### src/rtl/branch_resolve_pkg.sv
// branch_resolve_pkg: shared types for EX-stage branch resolution
package branch_resolve_pkg;

    typedef enum logic [1:0] {
        BK_NONE,
        BK_BR,
        BK_JAL,
        BK_JALR
    } br_kind_t;

    typedef enum logic {
        BRS_IDLE,
        BRS_REDIR
    } br_res_state_t;

    localparam int PC_W = 32;

    typedef struct packed {
        logic            valid;
        logic [PC_W-1:0] pc;
    } redirect_t;

endpackage

### src/rtl/branch_resolve_target_calc.sv
// br_target_calc: control-transfer target, unconditional-taken flag and target bit1 check
module br_target_calc
    import branch_resolve_pkg::*;
#(
    parameter int XLEN = 32
) (
    input  br_kind_t        kind,
    input  logic [XLEN-1:0] pc,
    input  logic [XLEN-1:0] imm,
    input  logic [XLEN-1:0] rs1,
    output logic [XLEN-1:0] tgt,
    output logic            taken_nonbr,
    output logic            misalign
);

    logic [XLEN-1:0] sum;

    // JALR adds to rs1 and clears bit0; everything else is pc-relative
    always_comb begin
        sum         = (kind == BK_JALR ? rs1 : pc) + imm;
        tgt         = kind == BK_JALR ? {sum[XLEN-1:1], 1'b0} : sum;
        taken_nonbr = kind == BK_JAL || kind == BK_JALR;
        misalign    = tgt[1];
    end

endmodule

### src/rtl/branch_resolve.sv
// branch_resolve: EX-stage branch resolution, mispredict flush/redirect; BR_PERF_EN adds perf counters
module branch_resolve
    import branch_resolve_pkg::*;
#(
    parameter int XLEN = 32
`ifdef BR_PERF_EN
    ,
    parameter int CNT_W = 32
`endif
) (
    input  logic            clk,
    input  logic            rst_n,
`ifdef BR_PERF_EN
    output logic [CNT_W-1:0] perf_br_cnt,
    output logic [CNT_W-1:0] perf_mispred_cnt,
`endif
    input  logic            in_valid,
    output logic            in_ready,
    input  br_kind_t        in_kind,
    input  logic [XLEN-1:0] in_pc,
    input  logic [XLEN-1:0] in_imm,
    input  logic [XLEN-1:0] in_rs1,
    input  logic            in_pred_taken,
    input  logic [XLEN-1:0] in_pred_target,
    input  logic            br_en,
    output logic            flush,
    output logic            redirect_valid,
    input  logic            redirect_ready,
    output logic [XLEN-1:0] redirect_pc,
    output logic            out_valid,
    output logic            out_taken,
    output logic [XLEN-1:0] out_link,
    output logic            out_misalign
);

    br_res_state_t   state, state_nx;
    logic [XLEN-1:0] tgt, link, actual, predicted;
    logic            taken_nonbr, tgt_mis, taken, misalign, fire, mispred;

    br_target_calc #(.XLEN(XLEN)) u_calc (
        .kind        (in_kind),
        .pc          (in_pc),
        .imm         (in_imm),
        .rs1         (in_rs1),
        .tgt         (tgt),
        .taken_nonbr (taken_nonbr),
        .misalign    (tgt_mis)
    );

    // resolve the instruction, detect mispredict and pick the next FSM state
    always_comb begin
        in_ready       = state == BRS_IDLE;
        redirect_valid = state == BRS_REDIR;
        fire           = in_valid && in_ready;
        taken          = in_kind == BK_BR ? br_en : taken_nonbr;
        link           = in_pc + XLEN'(4);
        actual         = taken ? tgt : link;
        predicted      = in_pred_taken ? in_pred_target : link;
        misalign       = taken && tgt_mis;
        mispred        = fire && actual != predicted && !misalign;
        flush          = redirect_valid || (fire && (mispred || misalign));
        state_nx       = redirect_valid ? (redirect_ready ? BRS_IDLE : BRS_REDIR)
                                        : (mispred ? BRS_REDIR : BRS_IDLE);
    end

    // state register; reset drops any pending redirect
    always_ff @(posedge clk) begin
        state <= !rst_n ? BRS_IDLE : state_nx;
    end

    // capture the corrected PC when a mispredict is detected
    always_ff @(posedge clk) begin
        if (!rst_n) redirect_pc <= '0;
        else if (mispred) redirect_pc <= actual;
    end

    // EX/MEM result register, one-cycle latency from fire
    always_ff @(posedge clk) begin
        if (!rst_n) begin
            out_valid    <= 1'b0;
            out_taken    <= 1'b0;
            out_link     <= '0;
            out_misalign <= 1'b0;
        end else begin
            out_valid <= fire;
            if (fire) begin
                out_taken    <= taken;
                out_link     <= link;
                out_misalign <= misalign;
            end
        end
    end

`ifdef BR_PERF_EN
    // control-transfer and mispredict event counters, wrapping
    always_ff @(posedge clk) begin
        if (!rst_n) begin
            perf_br_cnt      <= '0;
            perf_mispred_cnt <= '0;
        end else begin
            if (fire && in_kind != BK_NONE) perf_br_cnt <= perf_br_cnt + CNT_W'(1);
            if (mispred) perf_mispred_cnt <= perf_mispred_cnt + CNT_W'(1);
        end
    end
`endif

endmodule
### config.mk
export PLATFORM = sky130hd
export DESIGN_NAME = branch_resolve
export DESIGN_NICKNAME = d
export VERILOG_FILES = /design/src/rtl/branch_resolve_pkg.sv /design/src/rtl/branch_resolve_target_calc.sv /design/src/rtl/branch_resolve.sv
export SDC_FILE = /design/constraint.sdc
export NUM_CORES = 1
export LEC_CHECK = 0
export ABC_AREA = 1
export BUFFER_PORTS_ARGS = -buffer_cell sky130_fd_sc_hd__buf_2
export CAP_MARGIN = 0
export CELL_PAD_IN_SITES_DETAIL_PLACEMENT = 0
export CELL_PAD_IN_SITES_GLOBAL_PLACEMENT = 1
export CORE_MARGIN = 5
export CORE_UTILIZATION = 38
export CTS_BUF_LIST = sky130_fd_sc_hd__clkbuf_8 sky130_fd_sc_hd__clkbuf_16
export DETAILED_ROUTE_END_ITERATION = 8
export PLACE_DENSITY_LB_ADDON = 0.1
export SETUP_SLACK_MARGIN = 0.02
export SYNTH_ARGS = -nofsm -noshare
export SYNTH_HDL_FRONTEND = slang
export SYNTH_HIERARCHICAL = 1
export SYNTH_SLANG_ARGS = --single-unit
### constraint.sdc
create_clock -name clk -period 5.6 [get_ports clk]
set_clock_uncertainty 0.15 [all_clocks]
set_input_delay 0 -clock clk [delete_from_list [all_inputs] [get_ports clk]]
set_output_delay 0 -clock clk [all_outputs]
set_load 0.1 [all_outputs]
==> insert_results.sql <==
INSERT INTO impl_metrics (metric_group, metric, value, unit) VALUES
('drt', 'drc', '0', ''),
('global_route', 'grt_max_degree', '64', ''),
('cts', 'clk_root_buffer_cell', 'sky130_fd_sc_hd__clkbuf_16', ''),
('drt', 'detailedRoute.firstPassIterationCount', '7', ''),
('cts', 'clk_transition_reported_paths', '0.06', 'ns'),
('setup_path', 'critical_path.startpoint_type', 'input pin', ''),
('placed_design', 'buffer_ports.inserted', '205', ''),
('cts', 'cts_made_buffers', '9', ''),
('cells_and_area', 'syn_to_final_growth', '18.3', '%'),
('sta', 'post-route-period-util', '0.777', ''),
('run_status', 'outcome', 'finished, final reports clean', ''),
('cts', 'cts-hold-fix-buffers', '5', ''),
('cells_and_area', 'antenna_cells_inserted', '0', ''),
('sta', 'final-hold-violation-count', '0', ''),
('die', 'core_area', '22000', 'µm²'),
('synth', 'ys_warn_count', '6', ''),
('synth', 'synthesis.instances', '1693', ''),
('global_route', 'grt_overflow', '0', ''),
('run', 'max_cap_viol_count', '0', ''),
('global_route', 'grtUsageTotal', '0.250', ''),
('cells_and_area', 'net_count_of_the_finished_layout', '2042', ''),
('cells_and_area', 'drive_gt1_frac', '0.158', ''),
('setup_path', 'crit_fanout', '63', ''),
('global_route', 'wire_length_of_the_first_global_routing_pass', '51400', 'µm'),
('worst_hold_path', 'holdCritPathClass', 'in -> reg', ''),
('synth', 'mappedNetlistNets', '1866', ''),
('global_route', 'grt_pass1_vias', '9689', ''),
('cts', 'worstSkewPairLatency', '0.33', 'ns'),
('synth', 'synthTopCellsByArea', 'sky130_fd_sc_hd__nand2_1 (36%), sky130_fd_sc_hd__dfxtp_1 (16%), sky130_fd_sc_hd__inv_1 (9.8%)', ''),
('synth', 'register_bit_total_from_synthesis', '68', ''),
('cts', 'cts.htree.levels', '3', ''),
('sta', 'setup_violations', '0', ''),
('worst_hold_path', 'holdPathStages', '4', ''),
('sta', 'worstMarginPinSlew', '1.04', 'ns'),
('drt', 'ant_nets', '0', ''),
('synth', 'ys_seq_area_frac', '0.160', ''),
('die', 'number_of_primary_i_o_pins', '206', ''),
('sta', 'timing.final.ws_setup', '1.25', 'ns'),
('cells_and_area', 'num-fill-cells', '2570', ''),
('synth', 'synth_largest_type_area_fraction', '0.356', ''),
('sta', 'fmaxAchievable', '0.230', 'GHz'),
('drt', 'finalWirelength', '33300', 'µm'),
('sta', 'fin_tns_setup', '0', 'ns'),
('power', 'pwr_density_cell', '251', 'nW/µm²'),
('die', 'die_width', '160', 'µm'),
('drt', 'first_drt_iteration_drcs', '771', ''),
('placed_design', 'place.gp.congestion', '0.921', ''),
('power', 'ir_drop', '177', 'µV'),
('setup_path', 'cp.arrival', '4.42', 'ns'),
('die', 'start_util', '0.388', ''),
('global_route', 'antenna_found_initial', '1', ''),
('cts', 'clock_tree.buffer_depth', '2', ''),
('cts', 'cts_num_sinks', '68', ''),
('die', 'die_height', '160', 'µm'),
('cells_and_area', 'finalInstanceArea', '10100', 'µm²'),
('sta', 'max_transition_viols_final', '0', ''),
('drt', 'post_drt_wl_per_cell', '15.5', 'µm'),
('synth', 'synthDistinctLibCells', '37', ''),
('drt', 'detailroute.via_count', '10400', ''),
('synth', 'post_synth_design_cell_area', '8520', 'µm²'),
('die', 'fp.dieArea', '25500', 'µm²'),
('placed_design', 'post_dp_cell_area', '9700', 'µm²'),
('setup_path', 'timing.setup.critical_path_class', 'in -> reg', ''),
('cts', 'post_cts_buffers', '0', ''),
('placed_design', 'detailedPlace.worstSlack', '1.01', 'ns'),
('synth', 'postSynthAreaPerCell', '5.03', 'µm²'),
('cts', 'postCtsResizedCells', '0', ''),
('synth', 'synth_largest_area_cell', 'sky130_fd_sc_hd__nand2_1', ''),
('die', 'num_rows', '54', ''),
('sta', 'final_period_minus_worst_setup_slack', '4.35', 'ns'),
('cts', 'tritoncts_clock_tree', 'built', ''),
('drt', 'vias_per_inst', '4.85', ''),
('setup_path', 'crit_path_end_kind', 'flip-flop', ''),
('setup_path', 'required', '5.67', 'ns'),
('placed_design', 'detailedPlacementHpwl', '27300', 'µm'),
('power', 'power_leakage', '6.27', 'nW'),
('sta', 'worst_slew_margin_rel', '0.309', ''),
('sta', 'rsz0062_at_grt', 'false', ''),
('setup_path', 'worst_r2r_path_depth', '6', '');
==> final timing paths <==
check / startpoint / to / slack [ns]
max reg2reg: redirect_valid / redirect_pc[29] / 3.27
min: in_pc[17] / out_link[17] / 0.03
max: in_pc[0] / redirect_pc[29] / 1.25
min reg2reg: out_misalign / out_misalign / 0.32
==> kinds of logic after synthesis <==
group / count (synthesis) / synth area share
AND/OR/NAND/NOR: 1196 / 0.576
adder cells (fa/ha/maj): 37 / 0.0552
XOR/XNOR: 20 / 0.0206
buffers and inverters: 275 / 0.126
flip-flops: 68 / 0.160
AO/OA/AOI/OAI: 97 / 0.0621
==> through the flow <==
stage | utilization | hold slack [ns] | cells | power, mW
global route | 0.459 | 0.0439 | 2154 | 2.69
detailed placement | 0.442 | 0.122 | 2133 | 1.91
finish | 0.459 | 0.0347 | 2154 | 2.53
global placement | 0.442 | 0.131 | 2133 | 1.91
CTS | 0.459 | 0.0340 | 2154 | 2.54
floorplan | - | -0.0599 | 1693 | 1.58
==> layout make-up <==
type | count | area (µm²) | share of cell area
inverters | 225 | 845 | 0.0838
repair buffers | 215 | 1110 | 0.110
clock inverters | 7 | 100 | 0.00993
multi-input cells | 1350 | 6080 | 0.604
flip-flops and latches | 68 | 1360 | 0.135
well taps | 280 | 350 | 0.0348
clock buffers | 9 | 225 | 0.0223
==> worst max-delay path, stage by stage <==
cell and delay (ns):
sky130_fd_sc_hd__dlygate4sd3_1 0.52, sky130_fd_sc_hd__buf_2 0.13, sky130_fd_sc_hd__nand2_1 0.07, sky130_fd_sc_hd__nand2_1 0.09, sky130_fd_sc_hd__ha_1 0.22, sky130_fd_sc_hd__inv_1 0.07
sky130_fd_sc_hd__fa_1 0.40, sky130_fd_sc_hd__inv_1 0.14, sky130_fd_sc_hd__nand3_1 0.08, sky130_fd_sc_hd__nand3_1 0.18, sky130_fd_sc_hd__nand3_1 0.10, sky130_fd_sc_hd__nand3_1 0.18
sky130_fd_sc_hd__nand2_1 0.10, sky130_fd_sc_hd__nand3_1 0.08, sky130_fd_sc_hd__nand2_1 0.12, sky130_fd_sc_hd__or2_2 0.32, sky130_fd_sc_hd__nand2_1 0.07, sky130_fd_sc_hd__nand2_1 0.05
sky130_fd_sc_hd__nand2_1 0.07, sky130_fd_sc_hd__nor2_1 0.04, sky130_fd_sc_hd__nand2_1 0.10, sky130_fd_sc_hd__nor2_2 0.05, sky130_fd_sc_hd__nand3_2 0.12, sky130_fd_sc_hd__nand3_4 0.55
sky130_fd_sc_hd__nor2_1 0.49, sky130_fd_sc_hd__nor2_1 0.09
==> sequential cells by signal, summed over array words and instances (netlist names) <==
register	count
out_misalign	1
redirect_valid	1
redirect_pc	32
out_link	32
out_valid	1
out_taken	1
==> Yosys cell counts <==
master                     number
sky130_fd_sc_hd__nand3_2        2
sky130_fd_sc_hd__xor2_1        16
sky130_fd_sc_hd__dfxtp_1       68
sky130_fd_sc_hd__o211ai_1       8
sky130_fd_sc_hd__nand3b_1       5
sky130_fd_sc_hd__and2_1         2
sky130_fd_sc_hd__a21boi_1       1
sky130_fd_sc_hd__a21boi_0       1
sky130_fd_sc_hd__nor3_1         4
sky130_fd_sc_hd__or2_2         47
sky130_fd_sc_hd__o21bai_2       1
sky130_fd_sc_hd__buf_1          4
sky130_fd_sc_hd__nor2_4         5
sky130_fd_sc_hd__o21bai_1       4
sky130_fd_sc_hd__buf_4          3
sky130_fd_sc_hd__fa_1           1
sky130_fd_sc_hd__clkbuf_1      36
sky130_fd_sc_hd__buf_6          4
sky130_fd_sc_hd__nand3_1      118
sky130_fd_sc_hd__a21o_1         1
sky130_fd_sc_hd__buf_2          3
sky130_fd_sc_hd__nand2_1      809
sky130_fd_sc_hd__or2_0          1
sky130_fd_sc_hd__nor2_2         4
sky130_fd_sc_hd__a21oi_1       40
sky130_fd_sc_hd__nor2_1       180
sky130_fd_sc_hd__inv_2          1
sky130_fd_sc_hd__or2_1          1
sky130_fd_sc_hd__ha_1          36
sky130_fd_sc_hd__clkinv_1       1
sky130_fd_sc_hd__xnor2_1        4
sky130_fd_sc_hd__nand2_2        7
sky130_fd_sc_hd__o21ai_1        3
sky130_fd_sc_hd__o21ai_0       38
sky130_fd_sc_hd__nand3_4        1
sky130_fd_sc_hd__inv_1        223
sky130_fd_sc_hd__nand4_1       10
==> cells in the final DEF (no fill, tap or decap), drive strengths merged <==
cell,count
a21boi,2
a21o,1
a21oi,40
and2,2
buf,210
bufinv,2
clkbuf,9
clkinv,5
dfxtp,68
dlygate4sd3,5
fa,1
ha,36
inv,225
nand2,816
nand3,121
nand3b,5
nand4,10
nor2,189
nor3,4
o211ai,8
o21ai,41
o21bai,5
or2,49
xnor2,4
xor2,16
==> power by group <==
part	total, mW	leakage [nW]	internal (mW)	switching (mW)
registers	0.564	0.563	0.536	0.0280
clock network	0.624	0.160	0.393	0.231
logic	1.34	5.54	0.339	0.999
==> metal layers <==
metal | up-vias | track usage | part of all wire
li1 | 5480 | - | -
met1 | 4616 | 0.327 | 0.45
met2 | 314 | 0.443 | 0.48
met3 | 28 | 0.0358 | 0.058
met4 | 2 | 0.0442 | 0.015
met5 | - | 0 | 0.00033
No activity file was read; power rests on OpenSTA's default activity.
